===== src/rtl/reg_file_pkg.sv =====
// Shared defaults and helpers for the register file and its scoreboard.
package reg_file_pkg;

   localparam int DEF_DATA_W = 16;
   localparam int DEF_ADDR_W = 4;
   localparam int DEF_DEPTH  = 2 ** DEF_ADDR_W;

   // Index of the optional hard-wired zero register.
   localparam int ZERO_IDX = 0;

   // Number of words addressable with addr_w address bits.
   function automatic int depth_of(input int addr_w);
      return 2 ** addr_w;
   endfunction

endpackage


===== src/rtl/reg_file_sb_scoreboard.sv =====
// Pending-write scoreboard: one busy bit per register plus a running count.
// Issue claims a register; writeback retires it. A claim and a retire to the
// same register in one cycle leave it busy (new producer replaces old one).
module reg_scoreboard
   import reg_file_pkg::*;
#(
   parameter int ADDR_W  = DEF_ADDR_W,
   parameter int ZERO_R0 = 0
)(
   input  logic              clk,
   input  logic              rst,
   input  logic              claim_en,
   input  logic [ADDR_W-1:0] claim_addr,
   input  logic              wr_en,
   input  logic [ADDR_W-1:0] wr_addr,
   input  logic [ADDR_W-1:0] rd_addr1,
   input  logic [ADDR_W-1:0] rd_addr2,
   output logic              busy1,
   output logic              busy2,
   output logic [ADDR_W:0]   busy_cnt
);

   localparam int DEPTH = depth_of(ADDR_W);

   logic [DEPTH-1:0] busy_reg;
   logic [DEPTH-1:0] busy_next;
   logic [ADDR_W:0]  cnt_reg;
   logic [ADDR_W:0]  cnt_next;
   logic             claim_eff;
   logic             wr_eff;
   logic             cnt_inc;
   logic             cnt_dec;

   // Qualify claim/retire (register 0 is never tracked when hard-wired) and
   // decide whether the population count moves up, down or stays.
   always_comb begin
      claim_eff = claim_en && !((ZERO_R0 != 0) && (claim_addr == ADDR_W'(ZERO_IDX)));
      wr_eff    = wr_en    && !((ZERO_R0 != 0) && (wr_addr    == ADDR_W'(ZERO_IDX)));
      cnt_inc   = claim_eff && !busy_reg[claim_addr];
      cnt_dec   = wr_eff && busy_reg[wr_addr] &&
                  !(claim_eff && (claim_addr == wr_addr));
   end

   // Per-register next state: claim has priority over retire.
   generate
      for (genvar gi = 0; gi < DEPTH; gi++) begin : g_busy
         assign busy_next[gi] = (claim_eff && (claim_addr == ADDR_W'(gi))) ? 1'b1 :
                                (wr_eff    && (wr_addr    == ADDR_W'(gi))) ? 1'b0 :
                                busy_reg[gi];
      end
   endgenerate

   // Counter update tracks the popcount of busy_reg without an adder tree.
   always_comb begin
      cnt_next = cnt_reg;
      case ({cnt_inc, cnt_dec})
         2'b10:   cnt_next = cnt_reg + (ADDR_W+1)'(1);
         2'b01:   cnt_next = cnt_reg - (ADDR_W+1)'(1);
         default: cnt_next = cnt_reg;
      endcase
   end

   // Busy vector and counter registers; reset discards all pending claims.
   always_ff @(posedge clk) begin
      if (rst) begin
         busy_reg <= '0;
         cnt_reg  <= '0;
      end else begin
         busy_reg <= busy_next;
         cnt_reg  <= cnt_next;
      end
   end

   assign busy1    = busy_reg[rd_addr1];
   assign busy2    = busy_reg[rd_addr2];
   assign busy_cnt = cnt_reg;

endmodule


===== src/rtl/reg_file_sb.sv =====
// Two-read/one-write register file with write-to-read bypass, optional
// hard-wired zero register and a pending-write scoreboard for hazard stalls.
module reg_file_sb
   import reg_file_pkg::*;
#(
   parameter int DATA_W  = DEF_DATA_W,
   parameter int ADDR_W  = DEF_ADDR_W,
   parameter int ZERO_R0 = 0,
   parameter int BYPASS  = 1
)(
   input  logic              clk,
   input  logic              rst,
   input  logic [ADDR_W-1:0] R1,
   input  logic [ADDR_W-1:0] R2,
   output logic [DATA_W-1:0] RO1,
   output logic [DATA_W-1:0] RO2,
   input  logic              RegW,
   input  logic [ADDR_W-1:0] RD,
   input  logic [DATA_W-1:0] WriteData,
   input  logic              claim_en,
   input  logic [ADDR_W-1:0] claim_addr,
   output logic              busy1,
   output logic              busy2,
   output logic [ADDR_W:0]   busy_cnt
);

   localparam int DEPTH = depth_of(ADDR_W);

   logic [DATA_W-1:0] mem_reg [DEPTH];
   logic              wr_eff;
   logic              fwd1;
   logic              fwd2;
   logic              zero1;
   logic              zero2;
   logic              sb_busy1;
   logic              sb_busy2;

   // Decode write qualification, forwarding hits and zero-register hits.
   always_comb begin
      wr_eff = RegW && !((ZERO_R0 != 0) && (RD == ADDR_W'(ZERO_IDX)));
      fwd1   = (BYPASS != 0) && RegW && (RD == R1);
      fwd2   = (BYPASS != 0) && RegW && (RD == R2);
      zero1  = (ZERO_R0 != 0) && (R1 == ADDR_W'(ZERO_IDX));
      zero2  = (ZERO_R0 != 0) && (R2 == ADDR_W'(ZERO_IDX));
   end

   // Storage: reset clears every word, so it has to live in flops.
   always_ff @(posedge clk) begin
      if (rst) begin
         for (int i = 0; i < DEPTH; i++) begin
            mem_reg[i] <= '0;
         end
      end else if (wr_eff) begin
         mem_reg[RD] <= WriteData;
      end
   end

   // Read muxes: the zero register wins over forwarding, forwarding over storage.
   always_comb begin
      RO1 = mem_reg[R1];
      RO2 = mem_reg[R2];
      if (fwd1) RO1 = WriteData;
      if (fwd2) RO2 = WriteData;
      if (zero1) RO1 = '0;
      if (zero2) RO2 = '0;
   end

   // A forwarded operand is not a hazard even if its register is still busy.
   always_comb begin
      busy1 = sb_busy1 && !fwd1;
      busy2 = sb_busy2 && !fwd2;
   end

   reg_scoreboard #(
      .ADDR_W  (ADDR_W),
      .ZERO_R0 (ZERO_R0)
   ) u_scoreboard (
      .clk        (clk),
      .rst        (rst),
      .claim_en   (claim_en),
      .claim_addr (claim_addr),
      .wr_en      (RegW),
      .wr_addr    (RD),
      .rd_addr1   (R1),
      .rd_addr2   (R2),
      .busy1      (sb_busy1),
      .busy2      (sb_busy2),
      .busy_cnt   (busy_cnt)
   );

endmodule


===== config.mk =====
export PLATFORM = sky130hd
export DESIGN_NAME = reg_file_sb
export DESIGN_NICKNAME = d
export VERILOG_FILES = /design/src/rtl/reg_file_pkg.sv /design/src/rtl/reg_file_sb_scoreboard.sv /design/src/rtl/reg_file_sb.sv
export SDC_FILE = /design/constraint.sdc
export NUM_CORES = 1
export LEC_CHECK = 0
export BUFFER_PORTS_ARGS = -buffer_cell sky130_fd_sc_hd__buf_4
export CORE_ASPECT_RATIO = 0.9
export CORE_MARGIN = 2
export CORE_UTILIZATION = 58
export CTS_BUF_LIST = sky130_fd_sc_hd__clkbuf_2 sky130_fd_sc_hd__clkbuf_4 sky130_fd_sc_hd__clkbuf_8
export DETAILED_ROUTE_END_ITERATION = 6
export HOLD_SLACK_MARGIN = 0.1
export PLACE_DENSITY = 0.79
export SLEW_MARGIN = 20
export SYNTH_ARGS = -nofsm -noshare
export SYNTH_HDL_FRONTEND = slang
export SYNTH_SLANG_ARGS = --single-unit

===== constraint.sdc =====
create_clock -name clk -period 3 [get_ports clk]
set_clock_uncertainty 0.05 [all_clocks]
set_input_delay 0.15 -clock clk [delete_from_list [all_inputs] [get_ports clk]]
set_output_delay 0.15 -clock clk [all_outputs]
set_load 0.005 [all_outputs]

==> results.md, run 1 <==
* Cell Rows at 58
* M1 GR Usage at 0.4213
* Maximum clock frequency at 329.9 MHz
* DP Wirelength at 28.24 mm
* Top cell family by delay on the critical path: simple AND/OR/NAND/NOR gates
* Crit path cell chain: mux4_2 > mux4_2 > and3_4 > ha_4 > ha_4 > nor2b_4 > o21ai_2 > and3_4 > or4_1 > a21oi_1
* Mapped Area at 16260 um2
* Critical path class: flop to flop
* # clock sinks at 277
* WP data required at 3.44 ns
* Setup tns final at -0.03159 ns
* Final Hold Fails at 0
* RSZ-0062 raised after global routing: yes
* Pwr per Cell Area at 499.9 nW/um2
* Worst slew margin at 0.3983
* Root Driver: clkbuf_8
* Synthesis-stage register bit count at 277
* Initial core utilization at 0.5850
* Wire per inst at 26.75 um
* Leakage at 6.623 nW
* PortBufs at 74
* Layout cell share with drive strength beyond 1 at 0.3496
* Maximum clock path buffer count at 3
* Boundary Pins at 75
* Worst-Skew Late Latency at 0.57 ns
* Post-DRT Antenna Nets at 0
* Die area at 29390 um2
* Largest family of logic cells by synthesized area: multiplexers
* Die X at 180.5 um
* Netlist cell types at 45
* Register area share after synthesis at 0.4987
* Global route overflow at 0
* DR vias at 10520
* First-pass GRT wire length at 66.18 mm
* Die height at 162.8 um
* Crit-path max FO at 3
* DRT Pass-1 Iters at 5
* VDD IR-drop max at 0.0004059 V
* Clock-pin transition on the worst setup and hold timing paths at 0.06 ns
* Post-Route WL at 43.69 mm
* Cells after Synth at 1108
* Max reg flops at 256
* Starting DRT DRC Count at 1238
* R2r setup slk at -0.03 ns
* CP Depth at 10
* Number of global-route vias before repair at 10860
* Layout area overhead at 14.51%
* Total power at 9.308 mW
* Crit path DAT at 3.47 ns
* Status: finished, violations left
* DRC at 0
* Worst-Margin Slew at 0.9025 ns
* Final worst path period share at 1.011
* Pin count of the biggest net entering global routing at 51
* XOR/XNOR Fraction of Synth Area at 0.007541
* Compound-Gate Fraction of Synth Area at 0.08172
* Vias/cell at 6.441
* GR Layer Usage met2 at 0.4885
* Final Max Tran Viols at 0
* Hold path depth at 4
* Grt peak-use layer: met2
* Slowest cell on crit path: mux4_2
* Crit path capture type: flop
* Post-synth ARST share at 0
* CTS tree: built
* Reg area at 8113 um2
* Worst min-delay path category: primary input to flop
* Mapped Nets at 1149
* Yosys warnings at 0
* Max incr delay on CP at 0.48 ns
* Layout Nets at 1278
* Post-Synth Simple-Gate Area at 0.1455
* Crit path time final at 3.032 ns
* Core area at 27790 um2
* Setup crit start kind: flop
* GRT Total Usage at 0.3031
* TritonCTS buffer count at 46
* Max Cap Viol at 0
* Ant. Diodes at 0
* FF-to-FF path depth at 10
* Post-Syn Area per Cell at 14.67 um2
* Buf/Inv on CP at 0
* H-Tree Depth at 2
* Post-Synth Adder-Cell Area at 0.004309
* Met3 GRT Util at 0.05143
* Layout fillers at 1927
* Failing checks: setup timing
* Hold slack at 0.1703 ns
* Initial antenna violation count at 0
* Final setup vio count at 1
* Post-synthesis mux area share at 0.2238
* Post-synth EDFFs at 256
* Worst Slack Setup Final at -0.03159 ns
* GPL Wtd Cong at 0.9297
* Multi-input logic area at 7592 um2
* Most used DFF post-synth: edfxtp_1
[worst min-delay path: cells and delay by family]
| kind | cells | cell delay [ns] |
|---|---|---|
| AO/OA/AOI/OAI | 2 | 0.29 |
| buffers and inverters | 1 | 0.17 |
| AND/OR/NAND/NOR | 1 | 0.13 |
[where the power goes]
group | leakage [nW] | internal [mW] | switching, mW | total (mW)
registers | 2.62 | 4.44 | 0.108 | 4.55
logic | 3.53 | 0.713 | 0.774 | 1.49
clock network | 0.470 | 1.75 | 1.52 | 3.27
total | 6.62 | 6.91 | 2.40 | 9.31
[routing by layer]
layer,wire [um],vias to the layer above
met5,0,-
met2,21080,543
met4,1506,0
li1,-,4491
met1,16940,5378
met3,4158,106
[worst paths after layout]
kind | from | endpoint
min reg2reg | u_scoreboard.busy_cnt[4] | u_scoreboard.busy_cnt[4]
max | u_scoreboard.busy_reg[1] | u_scoreboard.busy_cnt[4]
min | RD[3] | u_scoreboard.busy_reg[5]
max reg2reg | u_scoreboard.busy_reg[1] | u_scoreboard.busy_cnt[4]
[cell type report]
cell class	count	area share
tap	360	0.02419
inverter	22	0.004435
timing repair buffer	182	0.08024
sequential	277	0.4358
multi-input combinational	708	0.4078
clock buffer	64	0.04160
clock inverter	20	0.005981
[metrics by stage]
step	std cells	area [um2]	worst slack (ns)	utilization
after floorplan	1108	16270	0.01014	-
after global placement	1522	17390	-0.05453	0.6258
after detailed placement	1522	17390	-0.1090	0.6258
after CTS	1633	18620	0.005496	0.6698
after global routing	1633	18620	-0.09524	0.6698
final	1633	18620	-0.03159	0.6698
[synth_stat cells, types with 3 or more instances]
master | n | area (um2)
and3_1 | 6 | 37.54
nor3b_1 | 4 | 30.03
buf_6 | 9 | 101.4
nor3_1 | 5 | 25.02
a211oi_1 | 16 | 120.1
nor2_1 | 52 | 195.2
a211oi_2 | 20 | 250.2
dfxtp_1 | 21 | 420.4
inv_1 | 22 | 82.58
nor2_2 | 3 | 18.77
ha_1 | 4 | 50.05
o22ai_1 | 3 | 18.77
a2111oi_2 | 11 | 165.2
o21ai_1 | 10 | 50.05
a21oi_1 | 5 | 25.02
mux2i_1 | 35 | 350.3
mux4_2 | 146 | 3288
o21ai_0 | 3 | 15.01
nor3_2 | 4 | 40.04
and2_1 | 259 | 1620
xor2_1 | 10 | 87.58
nor2b_1 | 36 | 225.2
buf_2 | 44 | 220.2
a21o_1 | 17 | 127.6
edfxtp_1 | 256 | 7687
buf_4 | 8 | 60.06
nand2_1 | 16 | 60.06
a2111oi_4 | 19 | 523.0
nand2b_1 | 4 | 25.02
xnor2_1 | 4 | 35.03
clkbuf_1 | 37 | 138.9
[cells by family after synthesis]
logic type,count (synthesis)
compound gates,108
xor+xnor,14
fa+ha+maj,5
buf+inv,123
flops,277
mux,181
simple gates,400
[layout by cell type, fill, tap and decap left out, drive strengths merged, types with 26 or more instances in the layout]
| cell type | n |
|---|---|
| and2 | 259 |
| edfxtp | 256 |
| buf | 156 |
| mux4 | 146 |
| clkbuf | 64 |
| nor2 | 55 |
| nor2b | 36 |
| a211oi | 36 |
| mux2i | 35 |
| a2111oi | 32 |
| dlygate4sd3 | 26 |
[timing repair]
action,in CTS,in global routing
hold buffers,26,0
setup endpoints to repair,1,1
pin swaps,6,0
buffers inserted,1,0
hold endpoints to repair,277,0
resized for setup,13,1
(Power assumes the default switching activity.)
==> run 2: changes to the inputs <==
--- a/config.mk
+++ b/config.mk
@@ -8,11 +8,11 @@
 export BUFFER_PORTS_ARGS = -buffer_cell sky130_fd_sc_hd__buf_4
 export CORE_ASPECT_RATIO = 0.9
 export CORE_MARGIN = 2
-export CORE_UTILIZATION = 58
+export CORE_UTILIZATION = 69
 export CTS_BUF_LIST = sky130_fd_sc_hd__clkbuf_2 sky130_fd_sc_hd__clkbuf_4 sky130_fd_sc_hd__clkbuf_8
 export DETAILED_ROUTE_END_ITERATION = 6
 export HOLD_SLACK_MARGIN = 0.1
-export PLACE_DENSITY = 0.79
+export PLACE_DENSITY = 0.88
 export SLEW_MARGIN = 20
 export SYNTH_ARGS = -nofsm -noshare
 export SYNTH_HDL_FRONTEND = slang
==> constraint.sdc (replaced) <==
create_clock -name clk -period 3.7 [get_ports clk]
set_clock_uncertainty 0.05 [all_clocks]
set_input_delay 0.185 -clock clk [delete_from_list [all_inputs] [get_ports clk]]
set_output_delay 0.185 -clock clk [all_outputs]
set_load 0.005 [all_outputs]
==> run 2 against run 1 <==
Compared with the run above:
- the run now ends clean
- utilization grew 10 points
- die area shrank 16%
- power shrank 21%
- combinational power down 22%
- worst setup slack better by 0.50 ns
- final cell count down 7.1%
- largest power group unchanged
- flip-flop and latch count did not move
- critical endpoint unchanged
- critical path depth unchanged
- register-to-register slack gained 0.50 ns
- wire length down 3.7%
- clock-buffer cell count shrank 3
- sequential power fell by 19%
==> results.md, run 2 (synthesized netlist as in run 1, its figures left out) <==
* Crit path capture type: flop
* DR vias at 10440 (-0.78%)
* Initial core utilization at 0.6985 (+0.1136)
* Multi-input logic area at 7526 um2 (-0.87%)
* DRT Pass-1 Iters at 5 (unchanged)
* DP Wirelength at 26.31 mm (-6.8%)
* Setup crit start kind: flop
* Critical path class: flop to flop
* Final Hold Fails at 0 (unchanged)
* Layout area overhead at 10.64%
* Layout cell share with drive strength beyond 1 at 0.3078 (-0.04175)
* Crit path cell chain: mux4_2 > mux4_2 > and3_1 > ha_1 > ha_1 > nor2b_1 > o21ai_1 > a21oi_1 > or4_1 > a21oi_1
* Crit path DAT at 3.67 ns (+0.20 ns)
* Final worst path period share at 0.8734 (-0.1372)
* Setup tns final at 0 ns (+0.03159 ns)
* GRT Total Usage at 0.3483 (+0.04516)
* Post-CTS setup buffer count at 0 (-1)
* Leakage at 6.313 nW (-4.7%)
* # clock sinks at 277 (unchanged)
* Crit path time final at 3.231 ns (+0.1998 ns)
* Layout Nets at 1225 (-4.1%)
* Buf/Inv on CP at 0 (unchanged)
* Maximum clock frequency at 309.5 MHz (-6.2%)
* Layout fillers at 1343 (-30%)
* Worst-Margin Slew at 1.047 ns (+0.1450 ns)
* Max reg flops at 256 (unchanged)
* Pin count of the biggest net entering global routing at 68 (+33%)
* Post-DRT Antenna Nets at 0 (unchanged)
* Top cell family by delay on the critical path: multiplexers
* PortBufs at 74 (unchanged)
* Crit-path max FO at 5 (+2)
* Clock-pin transition on the worst setup and hold timing paths at 0.07 ns (about the same)
* Ant. Diodes at 0 (unchanged)
* Max Cap Viol at 0 (unchanged)
* GPL Wtd Cong at 0.9449 (+1.6%)
* Number of global-route vias before repair at 10560 (-2.8%)
* RSZ-0062 raised after global routing: no
* Die area at 24810 um2 (-16%)
* Worst slew margin at 0.3017 (-0.09667)
* H-Tree Depth at 2 (unchanged)
* Maximum clock path buffer count at 3 (unchanged)
* Worst min-delay path category: primary input to flop
* Global route overflow at 0 (unchanged)
* Final Max Tran Viols at 0 (unchanged)
* Core area at 23280 um2 (-16%)
* Starting DRT DRC Count at 1295 (+4.6%)
* Pwr per Cell Area at 409.2 nW/um2 (-18%)
* Pre-CTS setup slack at 0.3630 ns (+0.4721 ns)
* DRC at 0 (unchanged)
* First-pass GRT wire length at 63.60 mm (-3.9%)
* Max incr delay on CP at 0.50 ns (+0.02 ns)
* Reg area at 8108 um2 (about the same)
* TritonCTS buffer count at 45 (-2.2%)
* CTS Hold Bufs at 27 (+3.8%)
* Worst-Skew Late Latency at 0.56 ns (about the same)
* Worst Slack Setup Final at 0.4686 ns (+0.5002 ns)
* Die height at 149.6 um (-8.1%)
* CTS tree: built
* Most common cell after layout, fill and taps aside: and2_1
* Slowest cell on crit path: mux4_2
* Post_cts resized at 0 (-13)
* Vias/cell at 6.879 (+6.8%)
* WP data required at 4.14 ns (+0.70 ns)
* Root Driver: clkbuf_8
* Cell Rows at 53 (-8.6%)
* Wire per inst at 27.74 um (+3.7%)
* Boundary Pins at 75 (unchanged)
* Final setup vio count at 0 (-1)
* Most frequent cells in the layout: and2_1, edfxtp_1, mux4_2
* VDD IR-drop max at 0.0003169 V (-22%)
* Die X at 165.8 um (-8.1%)
* Post-Route WL at 42.07 mm (-3.7%)
* Status: finished clean
* Initial antenna violation count at 1 (+1)
==> run 2: metal layers <==
metal / track usage / part of all wire / up-vias / routed length [um]
met1: 0.4876 / 0.37 / 5211 / 15670
met2: 0.5504 / 0.47 / 705 / 19960
met3: 0.06797 / 0.12 / 126 / 4876
met5: 0 / 0.00031 / - / 13
li1: - / - / 4392 / -
met4: 0.1417 / 0.037 / 2 / 1549
==> run 2: where the power goes <==
| group | internal (mW) | total (mW) | switching [mW] |
|---|---|---|---|
| Sequential | 3.61 | 3.70 | 0.0909 |
| Combinational | 0.542 | 1.16 | 0.620 |
| Clock | 1.31 | 2.50 | 1.19 |
==> run 2: layout make-up <==
| class | count | share of cell area |
|---|---|---|
| Sequential cell | 277 | 0.4507 |
| Timing Repair Buffer | 130 | 0.05940 |
| Inverter | 22 | 0.004590 |
| Clock buffer | 61 | 0.04180 |
| Tap cell | 302 | 0.02100 |
| Multi-Input combinational cell | 708 | 0.4183 |
| Clock inverter | 17 | 0.004173 |
==> run 2: per-stage QoR <==
stage / util / area, um2 / hold slack [ns] / power, mW / cells
6_report: 0.7729 / 17990 / 0.3597 / 7.361 / 1517
3_5_place_dp: 0.7257 / 16890 / 0.4264 / 4.878 / 1412
3_3_place_gp: 0.7257 / 16890 / 0.4272 / 4.841 / 1412
2_1_floorplan: - / 16260 / 0.3145 / 4.481 / 1108
4_1_cts: 0.7729 / 17990 / 0.3246 / 7.348 / 1517
5_1_grt: 0.7729 / 17990 / 0.3622 / 7.567 / 1517
==> run 2: worst register-to-register path: stages (launching register included) <==
cell and delay, ns:
dfxtp_1 0.36, mux4_2 0.47, mux4_2 0.50, and3_1 0.21, ha_1 0.24, ha_1 0.34
nor2b_1 0.16, o21ai_1 0.14, a21oi_1 0.10, or4_1 0.46, a21oi_1 0.14
==> run 2: final timing paths <==
path / slack [ns] / end / cells past startpoint / start
min: 0.36 / mem_reg[8][1] / 3 / RD[0]
min reg2reg: 0.43 / u_scoreboard.busy_cnt[4] / 2 / u_scoreboard.busy_cnt[4]
max reg2reg: 0.47 / u_scoreboard.busy_cnt[4] / 10 / u_scoreboard.busy_reg[12]
max: 0.47 / u_scoreboard.busy_cnt[4] / 10 / u_scoreboard.busy_reg[12]
